===== config.mk =====
export PLATFORM = sky130hd
export DESIGN_NAME = serial_add_ctrl
export DESIGN_NICKNAME = d
export VERILOG_FILES = /design/src/rtl/serial_add_ctrl_pkg.sv /design/src/rtl/fa_bit.sv /design/src/rtl/serial_add_ctrl.sv
export SDC_FILE = /design/constraint.sdc
export NUM_CORES = 1
export LEC_CHECK = 0
export CORE_ASPECT_RATIO = 1.4
export CORE_MARGIN = 2
export CORE_UTILIZATION = 34
export CTS_CLUSTER_DIAMETER = 60
export DETAILED_ROUTE_END_ITERATION = 8
export PLACE_DENSITY = 0.55
export SLEW_MARGIN = 20
export SYNTH_ARGS = -nofsm -noshare
export SYNTH_HDL_FRONTEND = slang
export SYNTH_SLANG_ARGS = --single-unit
export TNS_END_PERCENT = 50

===== constraint.sdc =====
create_clock -name clk_i -period 1.89 [get_ports clk_i]
set_clock_uncertainty 0.2 [all_clocks]
set_input_delay 0.189 -clock clk_i [delete_from_list [all_inputs] [get_ports clk_i]]
set_output_delay 0.189 -clock clk_i [all_outputs]
set_load 0.02 [all_outputs]

===== src/rtl/serial_add_ctrl_pkg.sv =====
// Shared definitions for the bit-serial adder: state encoding, default width, counter sizing.
package serial_add_ctrl_pkg;

    localparam int unsigned DefaultWidth = 8;

    typedef enum logic [1:0] {
        StIdle = 2'b00,
        StRun  = 2'b01,
        StDone = 2'b10
    } state_e;

    // Bits needed to hold WIDTH-1; never less than one bit.
    function automatic int unsigned cnt_width(input int unsigned width);
        return (width > 1) ? $clog2(width) : 1;
    endfunction

endpackage


===== src/rtl/fa_bit.sv =====
// One-bit full adder made of two half adders and an OR; purely combinational.
module fa_bit (
    input  logic a_i,
    input  logic b_i,
    input  logic c_i,
    output logic s_o,
    output logic c_o
);

    logic ha0_s;
    logic ha0_c;
    logic ha1_c;

    // First half adder on the operands, second on the partial sum and carry-in.
    always_comb begin
        ha0_s = a_i ^ b_i;
        ha0_c = a_i & b_i;
        s_o   = ha0_s ^ c_i;
        ha1_c = ha0_s & c_i;
        c_o   = ha0_c | ha1_c;
    end

endmodule


===== src/rtl/serial_add_ctrl.sv =====
// Bit-serial unsigned adder: one full-adder cell, LSB first, one bit per clock.
module serial_add_ctrl
    import serial_add_ctrl_pkg::*;
#(
    parameter int unsigned WIDTH = DefaultWidth
) (
    input  logic             clk_i,
    input  logic             reset_i,
    input  logic             start_i,
    input  logic [WIDTH-1:0] a_i,
    input  logic [WIDTH-1:0] b_i,
    output logic             busy_o,
    output logic             done_o,
    output logic [WIDTH-1:0] sum_o,
    output logic             cout_o
);

    localparam int unsigned     CntW    = cnt_width(WIDTH);
    localparam logic [CntW-1:0] LastCnt = CntW'(WIDTH - 1);

    state_e           state_q;
    logic [WIDTH-1:0] a_q;
    logic [WIDTH-1:0] b_q;
    logic [WIDTH-1:0] sum_q;
    logic [WIDTH-1:0] sum_d;
    logic [CntW-1:0]  count_q;
    logic             carry_q;
    logic             cout_q;
    logic             busy_q;
    logic             done_q;
    logic             cell_s;
    logic             cell_c;

    fa_bit u_fa_bit (
        .a_i (a_q[0]),
        .b_i (b_q[0]),
        .c_i (carry_q),
        .s_o (cell_s),
        .c_o (cell_c)
    );

    // Result vector with the current cell sum dropped into the bit being computed.
    always_comb begin
        sum_d          = sum_q;
        sum_d[count_q] = cell_s;
    end

    // Control FSM plus datapath registers; busy/done are registered alongside the state.
    always_ff @(posedge clk_i or posedge reset_i) begin
        if (reset_i) begin
            state_q <= StIdle;
            a_q     <= '0;
            b_q     <= '0;
            sum_q   <= '0;
            count_q <= '0;
            carry_q <= 1'b0;
            cout_q  <= 1'b0;
            busy_q  <= 1'b0;
            done_q  <= 1'b0;
        end else begin
            unique case (state_q)
                StIdle: begin
                    if (start_i) begin
                        a_q     <= a_i;
                        b_q     <= b_i;
                        sum_q   <= '0;
                        count_q <= '0;
                        carry_q <= 1'b0;
                        cout_q  <= 1'b0;
                        busy_q  <= 1'b1;
                        state_q <= StRun;
                    end
                end
                StRun: begin
                    sum_q   <= sum_d;
                    carry_q <= cell_c;
                    a_q     <= a_q >> 1;
                    b_q     <= b_q >> 1;
                    if (count_q == LastCnt) begin
                        // Counter is left at its final value so it never wraps.
                        cout_q  <= cell_c;
                        busy_q  <= 1'b0;
                        done_q  <= 1'b1;
                        state_q <= StDone;
                    end else begin
                        count_q <= count_q + 1'b1;
                    end
                end
                StDone: begin
                    done_q  <= 1'b0;
                    state_q <= StIdle;
                end
                default: begin
                    busy_q  <= 1'b0;
                    done_q  <= 1'b0;
                    state_q <= StIdle;
                end
            endcase
        end
    end

    assign busy_o = busy_q;
    assign done_o = done_q;
    assign sum_o  = sum_q;
    assign cout_o = cout_q;

endmodule


==> flow_summary.json, run 1 <==
{
  "floorplan.die_area_mm2": 0.00529,
  "synth_area_per_cell_um2": 11.5,
  "core_area_mm2": 0.00454,
  "post-route-period-util": 0.892,
  "place.detailed.instances": 229,
  "synth_top_cell_area_share": 0.514,
  "final-instance-count-excl-fill": 237,
  "startpoint_type": "register",
  "grt_start_max_net_pins": 34,
  "floorplan.initialDensity": 0.354,
  "path_buf_inv": 1,
  "worst-slew-pin-transition_ps": 411,
  "drive_above_1_share": 0.114,
  "crit_fanout": 2,
  "worst_slew_margin_rel": 0.726,
  "cpPeakStageDelay_ps": 620,
  "run_status": "completed",
  "detail_route.first_pass.iterations": 4,
  "yosys.area.top_type": "dfrtp_1",
  "total_power_w": 0.00328,
  "maxSlewViolCount": 0,
  "power-per-cell-area_mw_per_mm2": 1600,
  "detailed_place_hpwl_um": 2190,
  "ir_worst_vdd_mv": 0.548,
  "timing.critical_path.cells": "clkdlybuf4s50_1",
  "detail_route.vias_per_cell": 4.76,
  "synth_warnings": 0,
  "drtIter0Drc": 31,
  "yosys_register_bits": 33,
  "antenna-diode-count": 0,
  "clockRootBuffer": "clkbuf_8",
  "hold_viol_final": 0,
  "worst_ep_arrival_time_ps": 1300,
  "class_of_the_tightest_hold_or_removal_check": "primary input to async pin",
  "netlist_area_before_placement_mm2": 0.00161,
  "fin_setup_tns_ps": 0,
  "clkLatencyLatePin_ps": 280,
  "fp.dieW_um": 62.1,
  "setup.worst_path.end_class": "output pin",
  "finalWeightedCongestion": 0.778,
  "chipHeight_um": 85.3,
  "initial_antenna_violation_count": 0,
  "required_time_of_the_critical_path_ps": 1500,
  "unrepaired_setup_endpoints_after_global_routing": "no",
  "clk_path_buf_depth": 2,
  "rows": 29,
  "number_of_top_level_pins": 30,
  "final_util": 0.451,
  "synth_area_leaders": "dfrtp_1 51%, mux2i_1 13%, nand2_1 5.6%",
  "cp_top_family": "buffers and inverters",
  "cts_inserted_buffers": 5,
  "grt_first_pass_wirelength_um": 5290,
  "syn_to_final_growth_pct": 27.4,
  "cts_hold_repair.buffers": 0,
  "gr-total-overflow": 0,
  "cts.clk_slew.worst_paths_ps": 70,
  "startpoint_to_endpoint_class_of_the_critical_path": "register to output pin",
  "ys_seq_area_frac": 0.514,
  "count_of_buffers_inserted_at_the_top_level_ports": 29,
  "detailroute.via_count": 1127,
  "drcViolationCount": 0,
  "route.antenna.remaining_nets": 0,
  "tritoncts_clock_tree": "yes",
  "grt_pass1_vias": 1163,
  "cts.sinks": 33,
  "finalNetCount": 196,
  "synth_cells": 140,
  "routed_wl_um": 3030,
  "critical-path-slowest-cell": "clkdlybuf4s50_1",
  "yosysUniqueCellTypes": 30,
  "fmax_mhz": 593,
  "clock_tree.htree_level_count": 2,
  "post-route-min-period_ps": 1690,
  "finalSetupViolCount": 0,
  "mappedNetlistNets": 162,
  "post_cts_setup_buffers": 0,
  "resize_count_post_cts": 0,
  "wire_per_inst_um": 12.8,
  "power.static_leakage_nw": 0.922,
  "drv.max_cap_violation_count": 0,
  "groute.usage.overall": 0.135
}
-- power by group --
| part | internal, W | total, W | switching, W |
|---|---|---|---|
| sequential | 0.000999 | 0.00116 | 0.000164 |
| combinational | 0.000769 | 0.00161 | 0.000843 |
| clock | 0.000261 | 0.000503 | 0.000242 |
| total | 0.00203 | 0.00328 | 0.00125 |
-- final timing paths --
check	endpoint	from	slack, ps	cells after the start
setup / recovery	sum_o[6]	sum_o[6]	200	1
hold / removal	sum_o[2]	reset_i	90	3
setup reg to reg	sum_o[6]	carry_q	210	3
hold reg to reg	busy_o	busy_o	290	2
max in group asynchronous	b_q[3]	reset_i	1100	3
min in group clk_i	busy_o	busy_o	290	2
-- through the flow --
| stage | hold WS [ps] | cell area (µm²) | setup slack [ps] |
|---|---|---|---|
| floorplan | 118 | 1610 | 266 |
| global placement | 266 | 1960 | 40.7 |
| finish | 95.0 | 2040 | 205 |
| detailed placement | 273 | 1960 | 33.7 |
| global route | 153 | 2040 | 110 |
| CTS | 112 | 2040 | 189 |
-- state kept, by name (all words and copies together), names as in the netlist --
| signal | count |
|---|---|
| done_o | 1 |
| carry_q | 1 |
| a_q | 8 |
| b_q | 8 |
| count_q | 3 |
| state_q | 2 |
| busy_o | 1 |
| sum_o | 8 |
| cout_o | 1 |
-- Yosys cell counts, drive strengths merged --
| master | instances |
|---|---|
| and2 | 1 |
| nor4 | 1 |
| ha | 2 |
| nor3b | 1 |
| clkbuf | 3 |
| a22o | 8 |
| nand2 | 24 |
| o21ai | 15 |
| mux2i | 21 |
| or3b | 1 |
| a32o | 1 |
| and2b | 1 |
| buf | 8 |
| nand3 | 1 |
| nand4 | 1 |
| fa | 1 |
| nand2b | 1 |
| nand4b | 2 |
| o41ai | 1 |
| inv | 2 |
| dfrtp | 33 |
| o21bai | 2 |
| mux2 | 1 |
| o311ai | 1 |
| nor4b | 2 |
| nor2 | 3 |
| a21oi | 2 |
-- cell usage in the layout, fill, tap and decap left out, drive strengths merged --
master         synthesis  routed
dfrtp                 33      33
clkdlybuf4s50          0      29
nand2                 24      24
mux2i                 21      21
o21ai                 15      15
buf                    8       9
a22o                   8       8
clkbuf                 3       8
nor2                   3       3
inv                    2       2
nor4b                  2       2
nand4b                 2       2
a21oi                  2       2
ha                     2       2
o21bai                 2       2
or3b                   1       1
nand2b                 1       1
and2b                  1       1
o311ai                 1       1
o41ai                  1       1
a32o                   1       1
mux2                   1       1
nor4                   1       1
nand4                  1       1
nand3                  1       1
nor3b                  1       1
and2                   1       1
fa                     1       1
-- layout make-up --
type	instances	area, µm²
multi-input cells	94	696
inverters	2	7.51
well taps	62	77.6
repair buffers	38	358
clock buffers	8	80.1
flip-flops and latches	33	826
fillers	463	2490
-- metal layers --
layer	routed length, µm	GRT usage	up-vias
met5	0	0	-
met3	114	0.0366	7
met4	58	0.0580	0
met1	1330	0.158	532
li1	-	-	561
met2	1530	0.223	27
-- cell families (layout without fill, tap and decap cells) --
| family | after synthesis | count (layout) | share of synthesized area |
|---|---|---|---|
| flops | 33 | 33 | 0.514 |
| buf+inv | 13 | 48 | 0.0522 |
| fa+ha+maj | 3 | 3 | 0.0281 |
| compound gates | 30 | 30 | 0.146 |
| simple gates | 39 | 39 | 0.122 |
| mux | 22 | 22 | 0.138 |
(Power assumes the default switching activity.)
==> inputs of run 2 (changes only) <==
- clock period: 1.89 -> 1.6 ns (I/O delays scaled with it)
==> run 2 against run 1 <==
Against the previous run: utilization is 2.5 points higher; setup slack worse by 160 ps; global-route usage up 0.12 points; via count is 3.3% higher; sequential share of layout area down 2.1 points; power rose by 28%; first-iteration DRC count shrank 9.7%; routed wire length grew 3.6%; clock power up 62%; flip-flop and latch count did not move; die area unchanged; largest power group unchanged; highest routed layer unchanged.
==> flow_summary.json, run 2 (synthesis gave the netlist of run 1 again) <==
{
  "setup.worst_path.end_class": "register",
  "cts.sinks": 33,
  "detailed_place_hpwl_um": 2210,
  "antenna-diode-count": 0,
  "layout.cells.most_common": "dfrtp_1",
  "clock_tree.htree_level_count": 2,
  "crit-reg2reg-launch": "a_q[0]",
  "run_status": "completed",
  "syn_to_final_growth_pct": 34.5,
  "startpoint_type": "register",
  "tritoncts_clock_tree": "yes",
  "clockRootBuffer": "clkbuf_8",
  "fp.dieW_um": 62.1,
  "final-instance-count-excl-fill": 241,
  "grt_start_max_net_pins": 34,
  "timing.critical_path.from": "a_q[0]",
  "wl_met3_um": 166,
  "r2r_setup_slack_ps": 50,
  "finalWeightedCongestion": 0.764,
  "gr-total-overflow": 0,
  "cts_inserted_buffers": 5,
  "detailroute.via_count": 1164,
  "post-route-period-util": 0.969,
  "timing.final.ws_setup_ps": 49.4,
  "wire_per_inst_um": 13.0,
  "initial_antenna_violation_count": 0,
  "maxSlewViolCount": 0,
  "rows": 29,
  "ir_worst_vdd_mv": 0.693,
  "required_time_of_the_critical_path_ps": 1580,
  "worst-slew-pin-transition_ps": 313,
  "floorplan.die_area_mm2": 0.00529,
  "floorplan.initialDensity": 0.354,
  "cpPeakStageDelay_ps": 550,
  "drv.max_cap_violation_count": 0,
  "post-route-min-period_ps": 1550,
  "clkLatencyLatePin_ps": 280,
  "setup_slack_after_placement_ps": -260,
  "finalSetupViolCount": 0,
  "unrepaired_setup_endpoints_after_global_routing": "yes",
  "hold_viol_final": 0,
  "detail_route.vias_per_cell": 4.83,
  "cts.clk_slew.worst_paths_ps": 70,
  "detail_route.first_pass.iterations": 4,
  "number_of_top_level_pins": 30,
  "core_area_mm2": 0.00454,
  "fmax_mhz": 645,
  "count_of_buffers_inserted_at_the_top_level_ports": 29,
  "class_of_the_tightest_hold_or_removal_check": "primary input to async pin",
  "grt_pass1_vias": 1195,
  "drtIter0Drc": 28,
  "clk_path_buf_depth": 2,
  "routed_wl_um": 3140,
  "power.static_leakage_nw": 1.01,
  "final_hold_slack_ps": 15.7,
  "drive_above_1_share": 0.190,
  "drcViolationCount": 0,
  "startpoint_to_endpoint_class_of_the_critical_path": "register to register",
  "finalNetCount": 200,
  "topRoutingLayerUsed": "met4",
  "leading_cell_types_in_the_layout_fill_and_taps_excluded": "32 x dfrtp_1, 24 x nand2_1, 21 x mux2i_1, 18 x clkdlybuf4s50_1, 14 x o21ai_1",
  "worst_ep_arrival_time_ps": 1530,
  "place.detailed.instances": 232,
  "met2_wire_len_um": 1560,
  "critical-path-slowest-cell": "fa_1",
  "chipHeight_um": 85.3,
  "m1WireLength_um": 1330,
  "grt_first_pass_wirelength_um": 5330,
  "worst_slew_margin_rel": 0.789,
  "power-per-cell-area_mw_per_mm2": 1950,
  "timing.critical_path.cells": "fa_1 > inv_2 > o41ai_2",
  "groute.usage.overall": 0.136,
  "route.antenna.remaining_nets": 0,
  "crit_fanout": 2
}
==> run 2: power breakdown <==
group	leakage [nW]	internal (W)	switching (W)
Clock	0.0585	0.000508	0.000306
Sequential	0.418	0.00118	0.000199
Combinational	0.535	0.000982	0.00103
==> run 2: worst max-delay path: cells and delay by family (launching register included) <==
| family | cells | cell delay, ps |
|---|---|---|
| DFF | 1 | 400 |
| AOI/OAI and AO/OA | 1 | 260 |
| adders and majority gates | 1 | 550 |
| buffers and inverters | 1 | 50 |
==> run 2: worst paths after layout <==
kind	end	cells after the start
setup / recovery	sum_o[6]	3
hold / removal	sum_o[7]	3
setup reg to reg	sum_o[6]	3
hold reg to reg	busy_o	2
max in group asynchronous	state_q[1]	3
min in group clk_i	busy_o	2
==> run 2: cell type report <==
cell class | count | area (µm²)
Timing Repair Buffer | 42 | 402
Clock buffer | 7 | 86.3
Clock inverter | 1 | 30.0
Fill cell | 445 | 2380
Tap cell | 62 | 77.6
Sequential cell | 33 | 827
Inverter | 2 | 7.51
Multi-Input combinational cell | 94 | 728
==> run 2: stage by stage <==
step / util / area (µm²) / setup TNS, ps / total power [W]
final: 0.476 / 2160 / 0 / 0.00421
after global routing: 0.476 / 2160 / -69.4 / 0.00453
after CTS: 0.467 / 2120 / 0 / 0.00417
after detailed placement: 0.441 / 2000 / -1730 / 0.00339
after global placement: 0.441 / 2000 / -1310 / 0.00331
after floorplan: - / 1610 / 0 / 0.00276
==> run 2: repair_timing <==
action,CTS,global route
pin swaps,0,3
hold buffers,0,0
gates resized for setup,12,10
buffers inserted,0,1
cloned,0,0
setup endpoints to repair,12,20
==> run 2: layer usage <==
layer | GRT usage | up-vias
li1 | - | 569
met5 | 0 | -
met2 | 0.209 | 31
met3 | 0.0503 | 8
met1 | 0.162 | 556
met4 | 0.0677 | 0
==> RTL change, RTL diff (config.mk and constraints of run 2) <==
The package constant `DefaultWidth` goes from 8 to 10.
--- a/src/rtl/serial_add_ctrl_pkg.sv
+++ b/src/rtl/serial_add_ctrl_pkg.sv
@@ -1,7 +1,7 @@
 // Shared definitions for the bit-serial adder: state encoding, default width, counter sizing.
 package serial_add_ctrl_pkg;
 
-    localparam int unsigned DefaultWidth = 8;
+    localparam int unsigned DefaultWidth = 10;
 
     typedef enum logic [1:0] {
         StIdle = 2'b00,
Interface: changed (resized a_i, b_i and sum_o); port bits go from 30 to 36. No check against the original RTL was run, so the function may have changed too.
==> RTL change against run 2 <==
- area after synthesis increased by 21%
- routed wire length increased by 24%
- cell area increased by 20%
- worst setup slack got worse by 10 ps
- largest power group unchanged
- highest routed layer unchanged
- via count increased by 25%
- sequential cell count increased by 7
- largest cell class unchanged
- total power increased by 7.2%
==> RTL change: results (changes against run 2) <==
Run status
  • Status: completed (unchanged)

GRT
  • First-pass GRT wire length: 6644 um (was 5333 um)
  • GRT Total Usage: 0.1392 (was 0.1361)
  • Global routing met1 resource utilization: 0.1743 (was 0.1620)
  • Grt met3 use: 0.03851 (was 0.05030)
  • GRT met2 Usage: 0.2263 (was 0.2093)

Critical path
  • Worst Setup EP: sum_o[9] (was sum_o[6])
  • Crit path DAT: 1580 ps (was 1530 ps)

Route
  • Routed wire length: 3895 um (was 3139 um)
  • Metal2 WL: 1990 um (was 1561 um)
  • Met3 wire len: 131 um (was 166 um)

Power and ir drop
  • Net Sw Power: 1.716 mW (was 1.539 mW)
  • Tot Pwr: 4.511 mW (was 4.209 mW)
  • P_leak: 1.302 nW (was 1.011 nW)

Final layout
  • Share of cells above drive strength 1: 0.1525 (was 0.1899)
  • Non-CTS buffers: 58 (was 42)
  • Clock-cell share of area: 0.03584 (was 0.05391)
  • Logic inverters: 6 (was 2)
  • Area used by multi-input combinational logic: 845.8 um2 (was 728.2 um2)
  • Register area: 1001 um2 (was 827.0 um2)
  • Multi-input gates: 124 (was 94)
  • Clock Buffer Count: 6 (was 7)

Placement
  • RD Place Congestion: 0.7230 (was 0.7638)
  • Dpl ws: -135.5 ps (was -259.7 ps)
  • IO Port Bufs: 35 (was 29)

Timing
  • Worst-margin pin slew: 336.4 ps (was 313.2 ps)

Yosys
  • Flops & latches, synth: 40 (was 33)
  • Multiplexer share of the synthesized area: 0.1550 (was 0.1380)
  • Synth Area in Compound Gates: 0.09173 (was 0.1458)
  • Syn_nets: 209 (was 162)
  • Seq/Total Area, Yosys: 0.5168 (was 0.5144)
  • Commonest cells post-synth: dfrtp_1, nand2_1, mux2i_1 (unchanged)
  • Main area contributors after synthesis: dfrtp_1, mux2i_1, nand2_1 (unchanged)
-- RTL change: cell count changes in the layout (fill, tap and decap cells not counted), moves of 6 or more --
cell | before | now
buf_4 | 9 | 20
nand2_1 | 24 | 34
o21ai_0 | 1 | 11
mux2i_1 | 21 | 30
nand3_1 | 1 | 10
dfrtp_1 | 32 | 40
o21ai_1 | 14 | 8
-- RTL change: stage by stage --
| step | cell area, um2 | instances |
|---|---|---|
| after floorplan | 1937 | 180 |
| after global placement | 2497 | 296 |
| after detailed placement | 2497 | 296 |
| after CTS | 2575 | 304 |
| after global routing | 2584 | 304 |
| final | 2584 | 304 |
-- RTL change: timing repair --
item | 4_1_cts | 5_1_grt
pin swaps | 0 | 1
setup endpoints to repair | 22 | 14
buffers inserted | 0 | 0
gates resized for setup | 14 | 3
